## config.mk

```make
export PLATFORM = sky130hd
export DESIGN_NAME = mdu_hilo
export DESIGN_NICKNAME = d
export VERILOG_FILES = /design/src/rtl/mdu_pkg.sv /design/src/rtl/mdu_iter_core.sv /design/src/rtl/mdu_hilo.sv
export SDC_FILE = /design/constraint.sdc
export NUM_CORES = 1
export LEC_CHECK = 0
export ABC_CLOCK_PERIOD_IN_PS = 4400
export BUFFER_PORTS_ARGS = -buffer_cell sky130_fd_sc_hd__clkbuf_2
export CORE_MARGIN = 2
export CORE_UTILIZATION = 49
export CTS_CLUSTER_DIAMETER = 120
export DETAILED_ROUTE_END_ITERATION = 7
export HOLD_SLACK_MARGIN = 0.08
export MAX_ROUTING_LAYER = met4
export PLACE_DENSITY = 0.68
export SLEW_MARGIN = 20
export SYNTH_ARGS = -nofsm -noshare
export SYNTH_HDL_FRONTEND = slang
export SYNTH_SLANG_ARGS = --single-unit
```

## constraint.sdc

```tcl
create_clock -name clk -period 4.4 [get_ports clk]
set_input_delay 0.88 -clock clk [delete_from_list [all_inputs] [get_ports clk]]
set_output_delay 0.88 -clock clk [all_outputs]
set_load 0.01 [all_outputs]
```

## src/rtl/mdu_pkg.sv

```systemverilog
// Shared definitions for the multiply/divide unit: op codes, FSM encoding,
// iteration constants and the operand magnitude helper.
package mdu_pkg;

    localparam logic [2:0] MDU_MULT  = 3'b000;
    localparam logic [2:0] MDU_MULTU = 3'b001;
    localparam logic [2:0] MDU_DIV   = 3'b010;
    localparam logic [2:0] MDU_DIVU  = 3'b011;
    localparam logic [2:0] MDU_MTHI  = 3'b100;
    localparam logic [2:0] MDU_MTLO  = 3'b101;

    typedef enum logic [1:0] {
        IDLE = 2'd0,
        CALC = 2'd1,
        FIX  = 2'd2
    } mdu_state_e;

    localparam int          ITER_COUNT  = 32;
    localparam int          CNT_W       = $clog2(ITER_COUNT);
    localparam logic [31:0] DIV_ZERO_LO = 32'hFFFFFFFF;

    // Unsigned magnitude; 0x80000000 maps to itself, which is correct as unsigned.
    function automatic logic [31:0] mag32(input logic [31:0] v, input logic is_signed);
        return (is_signed && v[31]) ? (32'd0 - v) : v;
    endfunction

endpackage

```

## src/rtl/mdu_iter_core.sv

```systemverilog
// One radix-2 iteration: shift-add multiply over {hi,lo} or restoring
// shift-subtract divide with remainder in hi and quotient shifting into lo.
module mdu_iter_core #(
    parameter int WIDTH = 32
) (
    input  logic             mul_i,
    input  logic [WIDTH-1:0] hi_i,
    input  logic [WIDTH-1:0] lo_i,
    input  logic [WIDTH-1:0] opnd_i,
    output logic [WIDTH-1:0] hi_o,
    output logic [WIDTH-1:0] lo_o
);

    logic [WIDTH:0]   sum_s;
    logic [WIDTH:0]   shl_s;
    logic [WIDTH+1:0] diff_s;

    // Both step flavours are computed; the flag picks which one is committed.
    always_comb begin
        sum_s  = {1'b0, hi_i} + (lo_i[0] ? {1'b0, opnd_i} : {(WIDTH+1){1'b0}});
        shl_s  = {hi_i, lo_i[WIDTH-1]};
        diff_s = {1'b0, shl_s} - {2'b00, opnd_i};
        if (mul_i) begin
            hi_o = sum_s[WIDTH:1];
            lo_o = {sum_s[0], lo_i[WIDTH-1:1]};
        end else if (diff_s[WIDTH+1]) begin
            hi_o = shl_s[WIDTH-1:0];
            lo_o = {lo_i[WIDTH-2:0], 1'b0};
        end else begin
            hi_o = diff_s[WIDTH-1:0];
            lo_o = {lo_i[WIDTH-2:0], 1'b1};
        end
    end

endmodule

```

## src/rtl/mdu_hilo.sv

```systemverilog
// Multi-cycle MULT/DIV unit with architectural HI/LO registers and a stall
// request for the EX stage.
module mdu_hilo
    import mdu_pkg::*;
#(
    parameter int WIDTH = 32
) (
    input  logic             clk,
    input  logic             rst,
    input  logic             iStart,
    input  logic [2:0]       iOp,
    input  logic [WIDTH-1:0] iA,
    input  logic [WIDTH-1:0] iB,
    output logic [WIDTH-1:0] oHi,
    output logic [WIDTH-1:0] oLo,
    output logic             oBusy,
    output logic             oDone,
    output logic             oStall
);

    mdu_state_e       state_q;
    logic [CNT_W-1:0] cnt_q;
    logic [WIDTH-1:0] hi_q, lo_q;
    logic [WIDTH-1:0] acc_q, low_q, opnd_q;
    logic             is_mul_q, neg_lo_q, neg_hi_q, div0_q;
    logic             busy_q, done_q;

    logic             signed_s;
    logic [WIDTH-1:0] core_hi_s, core_lo_s;
    logic [2*WIDTH-1:0] prod_s;
    logic [WIDTH-1:0] fix_hi_s, fix_lo_s;

    assign signed_s = ~iOp[0];

    mdu_iter_core #(.WIDTH(WIDTH)) u_core (
        .mul_i  (is_mul_q),
        .hi_i   (acc_q),
        .lo_i   (low_q),
        .opnd_i (opnd_q),
        .hi_o   (core_hi_s),
        .lo_o   (core_lo_s)
    );

    // Sign correction of the raw magnitude result, committed in FIX.
    always_comb begin
        prod_s = {acc_q, low_q};
        if (is_mul_q) begin
            if (neg_lo_q) begin
                prod_s = {(2*WIDTH){1'b0}} - prod_s;
            end else begin
                prod_s = {acc_q, low_q};
            end
            fix_hi_s = prod_s[2*WIDTH-1:WIDTH];
            fix_lo_s = prod_s[WIDTH-1:0];
        end else begin
            // The restoring loop already leaves |iA| as remainder on a zero divisor.
            fix_hi_s = neg_hi_q ? ({WIDTH{1'b0}} - acc_q) : acc_q;
            if (div0_q) begin
                fix_lo_s = DIV_ZERO_LO;
            end else begin
                fix_lo_s = neg_lo_q ? ({WIDTH{1'b0}} - low_q) : low_q;
            end
        end
    end

    // FSM, iteration registers and HI/LO.
    always_ff @(posedge clk) begin
        if (rst) begin
            state_q  <= IDLE;
            cnt_q    <= {CNT_W{1'b0}};
            hi_q     <= {WIDTH{1'b0}};
            lo_q     <= {WIDTH{1'b0}};
            acc_q    <= {WIDTH{1'b0}};
            low_q    <= {WIDTH{1'b0}};
            opnd_q   <= {WIDTH{1'b0}};
            is_mul_q <= 1'b0;
            neg_lo_q <= 1'b0;
            neg_hi_q <= 1'b0;
            div0_q   <= 1'b0;
            busy_q   <= 1'b0;
            done_q   <= 1'b0;
        end else begin
            done_q <= 1'b0;
            case (state_q)
                IDLE: begin
                    if (iStart) begin
                        case (iOp)
                            MDU_MTHI: hi_q <= iA;
                            MDU_MTLO: lo_q <= iA;
                            MDU_MULT, MDU_MULTU, MDU_DIV, MDU_DIVU: begin
                                state_q  <= CALC;
                                busy_q   <= 1'b1;
                                cnt_q    <= {CNT_W{1'b0}};
                                is_mul_q <= ~iOp[1];
                                acc_q    <= {WIDTH{1'b0}};
                                low_q    <= mag32(iA, signed_s);
                                opnd_q   <= mag32(iB, signed_s);
                                neg_lo_q <= signed_s & (iA[WIDTH-1] ^ iB[WIDTH-1]);
                                neg_hi_q <= signed_s & iA[WIDTH-1];
                                div0_q   <= iOp[1] & (iB == {WIDTH{1'b0}});
                            end
                            default: ;
                        endcase
                    end
                end
                CALC: begin
                    acc_q <= core_hi_s;
                    low_q <= core_lo_s;
                    cnt_q <= cnt_q + {{(CNT_W-1){1'b0}}, 1'b1};
                    if (cnt_q == CNT_W'(ITER_COUNT - 1)) begin
                        state_q <= FIX;
                    end
                end
                FIX: begin
                    hi_q    <= fix_hi_s;
                    lo_q    <= fix_lo_s;
                    state_q <= IDLE;
                    busy_q  <= 1'b0;
                    done_q  <= 1'b1;
                end
                default: begin
                    state_q <= IDLE;
                    busy_q  <= 1'b0;
                end
            endcase
        end
    end

    assign oHi    = hi_q;
    assign oLo    = lo_q;
    assign oBusy  = busy_q;
    assign oDone  = done_q;
    assign oStall = iStart & busy_q;

endmodule

```

==> Word-level counts from Yosys, hierarchy flattened <==
Index checks and enable logic that the tools add are counted.
{ "classes": {"n_addsub": 8, "n_eq_ne": 13, "mux": 36, "n_bitwise": 8, "reduce_logical": 14} }
{ "ops": {"columns": ["operator", "count"], "rows": [
  ["two-way mux 32 bit", 19],
  ["one-hot mux 32 bit (2 select lines)", 4],
  ["subtractor 1 x 32 -> 32 bit, first input constant", 4],
  ["two-way mux 64 bit", 1],
  ["subtractor 1 x 64 -> 64 bit, first input constant", 1],
  ["subtractor 33 x 32 -> 34 bit", 1],
  ["adder 32 x 33 -> 33 bit", 1],
  ["logical NOT 32 bit", 1],
  ["AND reduction 3 bit", 6],
  ["two-way mux 5 bit", 2],
  ["one-hot mux 5 bit (2 select lines)", 1],
  ["equality test 3 x 2 -> 1 bit, second input constant", 2],
  ["equality test 3 bit, second input constant", 2],
  ["two-way mux 2 bit", 3],
  ["!= test 2 x 1 -> 1 bit, second input constant", 3],
  ["adder 5 x 1 -> 5 bit, second input constant", 1],
  ["equality test 5 bit, second input constant", 1],
  ["bitwise AND 1 bit", 4],
  ["two-way mux 1 bit", 4],
  ["!= test 2 bit, second input constant", 2],
  ["one-hot mux 2 bit (2 select lines)", 1],
  ["nonzero test 2 bit", 2],
  ["OR reduction 4 bit", 1],
  ["equality test 3 x 1 -> 1 bit, second input constant", 1],
  ["8 further kinds", 11]
]} }
{ "word_totals": {"regBits": 173, "input_bits": 70} }

==> Depth between registers and ports, before layout <==
{ "logic_depth": {"word_depth": 6, "mapped_depth": 14, "mapped_depth_nobuf": 13} }

==> By module <==
Synthesis repeated with hierarchy kept, for this count alone.
{ "unflattened": {"cells_unflattened": 1837, "hier_area_um2": 14218.6} }
{ "modules_own_cells": {"columns": ["module", "instances", "cells_each", "area_each_um2", "seq_area_each_um2"], "rows": [
  ["mdu_hilo", 1, 1183, 9600.5, 3463.3],
  ["mdu_iter_core", 1, 654, 4618.2, 0.0]
]} }

==> Worst setup path after synthesis <==
Ideal clock, no wire load.
{ "synth_timing": {"kind": "flip-flop to flip-flop", "start": "register low_q[0]", "end": "register acc_q[29]", "setup_time_ns": 0.087, "arrival_ns": 2.963, "required_ns": 4.313, "path_slack_ns": 1.350, "stages_incl_launch_ff": 13, "path_cell_list": "dfxtp_1 -> inv_1 -> clkbuf_1 -> nor2_1 -> ha_1 -> and4_1 -> a21oi_1 -> nand2_1 -> o31a_1 -> o311ai_0 -> o32ai_1 -> o31a_1 -> o31ai_1"} }
{ "synth_via": {"elab_chain_len": 4} }
{ "synth_lines": {"columns": ["element", "line_no", "rtl"], "rows": [
  ["from (decl)", "mdu_hilo.sv:24", "logic [WIDTH-1:0] acc_q, low_q, opnd_q;"],
  ["from (signal assigned)", "mdu_hilo.sv:74", "low_q <= {WIDTH{1'b0}};"],
  ["from (signal assigned)", "mdu_hilo.sv:96", "low_q <= mag32(iA, signed_s);"],
  ["from (signal assigned)", "mdu_hilo.sv:108", "low_q <= core_lo_s;"],
  ["two-way mux 32 bit", "mdu_iter_core.sv:20", "sum_s = {1'b0, hi_i} + (lo_i[0] ? {1'b0, opnd_i} : {(WIDTH+1){1'b0}});"],
  ["adder 32 x 33 -> 33 bit", "mdu_iter_core.sv:20", null],
  ["two-way mux 32 bit", "mdu_iter_core.sv:23", "if (mul_i) begin"],
  ["one-hot mux 32 bit (2 select lines)", "mdu_hilo.sv:84", "case (state_q)"],
  ["to (signal assigned)", "mdu_hilo.sv:73", "acc_q <= {WIDTH{1'b0}};"],
  ["to (signal assigned)", "mdu_hilo.sv:95", "acc_q <= {WIDTH{1'b0}};"],
  ["to (signal assigned)", "mdu_hilo.sv:107", "acc_q <= core_hi_s;"],
  ["to (decl)", "mdu_hilo.sv:24", null]
]} }
Every way passes these cells.
A chain may end at the register's enable or synchronous reset.

==> Worst setup path after layout <==
{ "layout_timing": {"start": "register low_q[0]", "end": "register acc_q[30]"} }
Same word-level chain as after synthesis.

==> flow_summary.ini <==
[run_status]
status = completed

[sta]
finalSetupViolations = 0
fin_crit_sh_pct = 86.4
worst_pin_slew_ns = 1.06
slew_violations = 0
timing.final.crit_period_ns = 3.80
fin_skew_ns = 0.0181
hold_viol_final = 0
slew_headroom_pct = 29.4
setup-tns-final_ns = 0
rsz0062_at_grt = false
max_freq_mhz = 263

[yosys]
syn_avg_cell_area_um2 = 7.43
synth_edf_count = 0
yosysSeqAreaShare_pct = 24.9
yosys-top-cells-area = dfxtp_1 (25%), a21oi_1 (6.7%), ha_1 (6.3%), xnor2_1 (6.3%), nor2_1 (5.4%)
netlist.area_leader.share_pct = 24.9
synthesis.nets = 2016
ys_warn_count = 0
ys_types = 87
ys_ff_latch = 173
async_reset_ff_share_pct = 0
synth_top_cell_by_area = dfxtp_1
synth_top_flop_cell = dfxtp_1
netlist_area_um2 = 13900
syn_inst = 1874

[global_route]
antenna_found_initial = 0
grt_pass1_wl_mm = 75.1
grt_usage_pct = 32.1
gr-total-overflow = 0
grt_max_degree = 89
grt_pass1_vias = 13600

[cells_and_area]
n_antenna_cell = 0
syn2layout_area_growth_pct = 10.8
nNetsFinal = 2079
multi_input_area_um2 = 9770
final_common_cell = nand2_1
layout_common_cells = nand2_1 (199), nor2_1 (197), a21oi_1 (185)
nFillCells = 2762
seqCellArea_um2 = 3460
drive_above_1_share_pct = 12.4

[job]
maxCapViolCount = 0

[floorplan]
dieArea_um2 = 29800
boundaryPins = 137
die_w_um = 173
fp.dieH_um = 173
start_util_pct = 50.0
rows = 61
coreArea_um2 = 27900

[worst_hold_path]
min_to = opnd_q[22]
hold_path_startpoint = opnd_q[22]
holdCritPathClass = reg2reg
whs_path_depth = 2

[detailed_routing]
ant_nets = 0
vias_per_cell = 6.17
avgRoutedWirePerCell_um = 20.4
route.detailed.drc = 0
drt-initial-drc-count = 1482
routed_wl_mm = 47.4
firstDrtPassIters = 5
routed-via-count = 14400

[place]
place_hpwl_mm = 35.6
port_buffers = 136
place_congestion = 0.934

[clock_network]
clkLatencyLatePin_ns = 0.45
tritoncts = built
root_buffer = clkbuf_16
clk_pin_slew_ns = 0.08
post_cts_resized = 0
cts_buffers = 17
htree_num_levels = 4
clock_path_buffers = 2
clock_sinks = 173
post_cts_buffers = 0
ctsHoldBuffers = 0

[power_and_ir_drop]
power_w = 0.00540
p_per_area_nw_per_um2 = 350
ir_drop_v = 0.000227
leakagePower_nw = 6.32

[setup_path]
path_class = reg2reg
arrival_ns = 4.16
timing.rr.end = acc_q[30]
reg2regPathDepth = 12
r2r_start = low_q[0]
required_ns = 4.76
r2r_slack_ns = 0.60
cp_max_fo = 18
crit_path_start = low_q[0]
cp-start-kind = register
end_kind = register
## worst max path at each step
stage / endpoint / slack (ns)
3_3_place_gp: acc_q[30] / 0.85
6_report: acc_q[30] / 0.60
2_1_floorplan: acc_q[29] / 1.35
5_1_grt: acc_q[30] / 0.23
4_1_cts: acc_q[30] / 0.70
3_5_place_dp: acc_q[30] / 0.74
## layout make-up
type | instances | area share, %
repair buffers | 165 | 5.84
clock inverters | 14 | 0.892
inverters | 66 | 1.61
multi-input cells | 1514 | 63.3
flip-flops and latches | 173 | 22.5
clock buffers | 18 | 2.85
well taps | 378 | 3.07
## critical path, cell delays in order (launching register included)
cell,delay (ns)
dfxtp_1,0.38
inv_1,0.52
buf_4,0.33
nor2_1,0.07
ha_1,0.33
a21oi_1,0.30
nand2_1,0.12
o41ai_1,0.50
o22ai_1,0.22
o41ai_2,0.40
and3_1,0.23
nor3_1,0.05
nor4b_1,0.26
## through the flow
| stage | hold slack (ns) | instances | util (%) | area [um2] | setup slack, ns |
|---|---|---|---|---|---|
| final | 0.453 | 2328 | 55.4 | 15400 | 0.597 |
| after global routing | 0.484 | 2328 | 55.4 | 15400 | 0.234 |
| after CTS | 0.458 | 2328 | 55.4 | 15400 | 0.699 |
| after detailed placement | 0.449 | 2296 | 53.3 | 14800 | 0.737 |
| after global placement | 0.442 | 2296 | 53.3 | 14800 | 0.846 |
| after floorplan | 0.432 | 1874 | - | 13900 | 1.35 |
## cell families after synthesis
kind of cell    count (synthesis)  share of synthesized area (%)
flops                         173                           24.9
simple gates                  619                           20.9
compound gates                606                           28.1
mux                            54                           3.91
xor+xnor                      163                           10.3
buf+inv                       187                           5.31
fa+ha+maj                      72                           6.58
## state kept, by name, indices dropped and copies added, names as in the netlist, 2 cells and up
register and flops:
oHi 32, low_q 32, state_q 2, oLo 32, cnt_q 5, opnd_q 32, acc_q 32
## report_power, final
group | switching, W | internal (W) | leakage (nW)
combinational | 0.00124 | 0.000782 | 4.62
sequential | 0.000169 | 0.00168 | 1.41
clock | 0.000764 | 0.000771 | 0.284
total | 0.00217 | 0.00323 | 6.32
## synth_stat cells, types with 11 or more instances
| master | n |
|---|---|
| nor2_1 | 202 |
| nand2_1 | 199 |
| a21oi_1 | 186 |
| dfxtp_1 | 173 |
| o21ai_0 | 116 |
| clkbuf_1 | 100 |
| xnor2_1 | 100 |
| ha_1 | 70 |
| inv_1 | 65 |
| xor2_1 | 63 |
| a211oi_1 | 61 |
| mux2i_1 | 51 |
| nor3_1 | 41 |
| o211ai_1 | 40 |
| nand2b_1 | 28 |
| nand3_1 | 25 |
| o31ai_1 | 24 |
| a22oi_1 | 22 |
| a21o_1 | 20 |
| o221ai_1 | 17 |
| nor4_1 | 15 |
| a31oi_1 | 14 |
| nand4_1 | 14 |
| and3_1 | 12 |
| nor2b_1 | 12 |
| or3_1 | 12 |
| o21bai_1 | 11 |
## layer usage
metal  vias up  GRT usage, %  share of wire [%]
met1      6758          40.1                 43
met3       122          5.26                6.3
met2       579          51.9                 46
met4         0          12.8                3.9
li1       6911             -                  -
met5         -             -                  0
(Power assumes the default switching activity.)
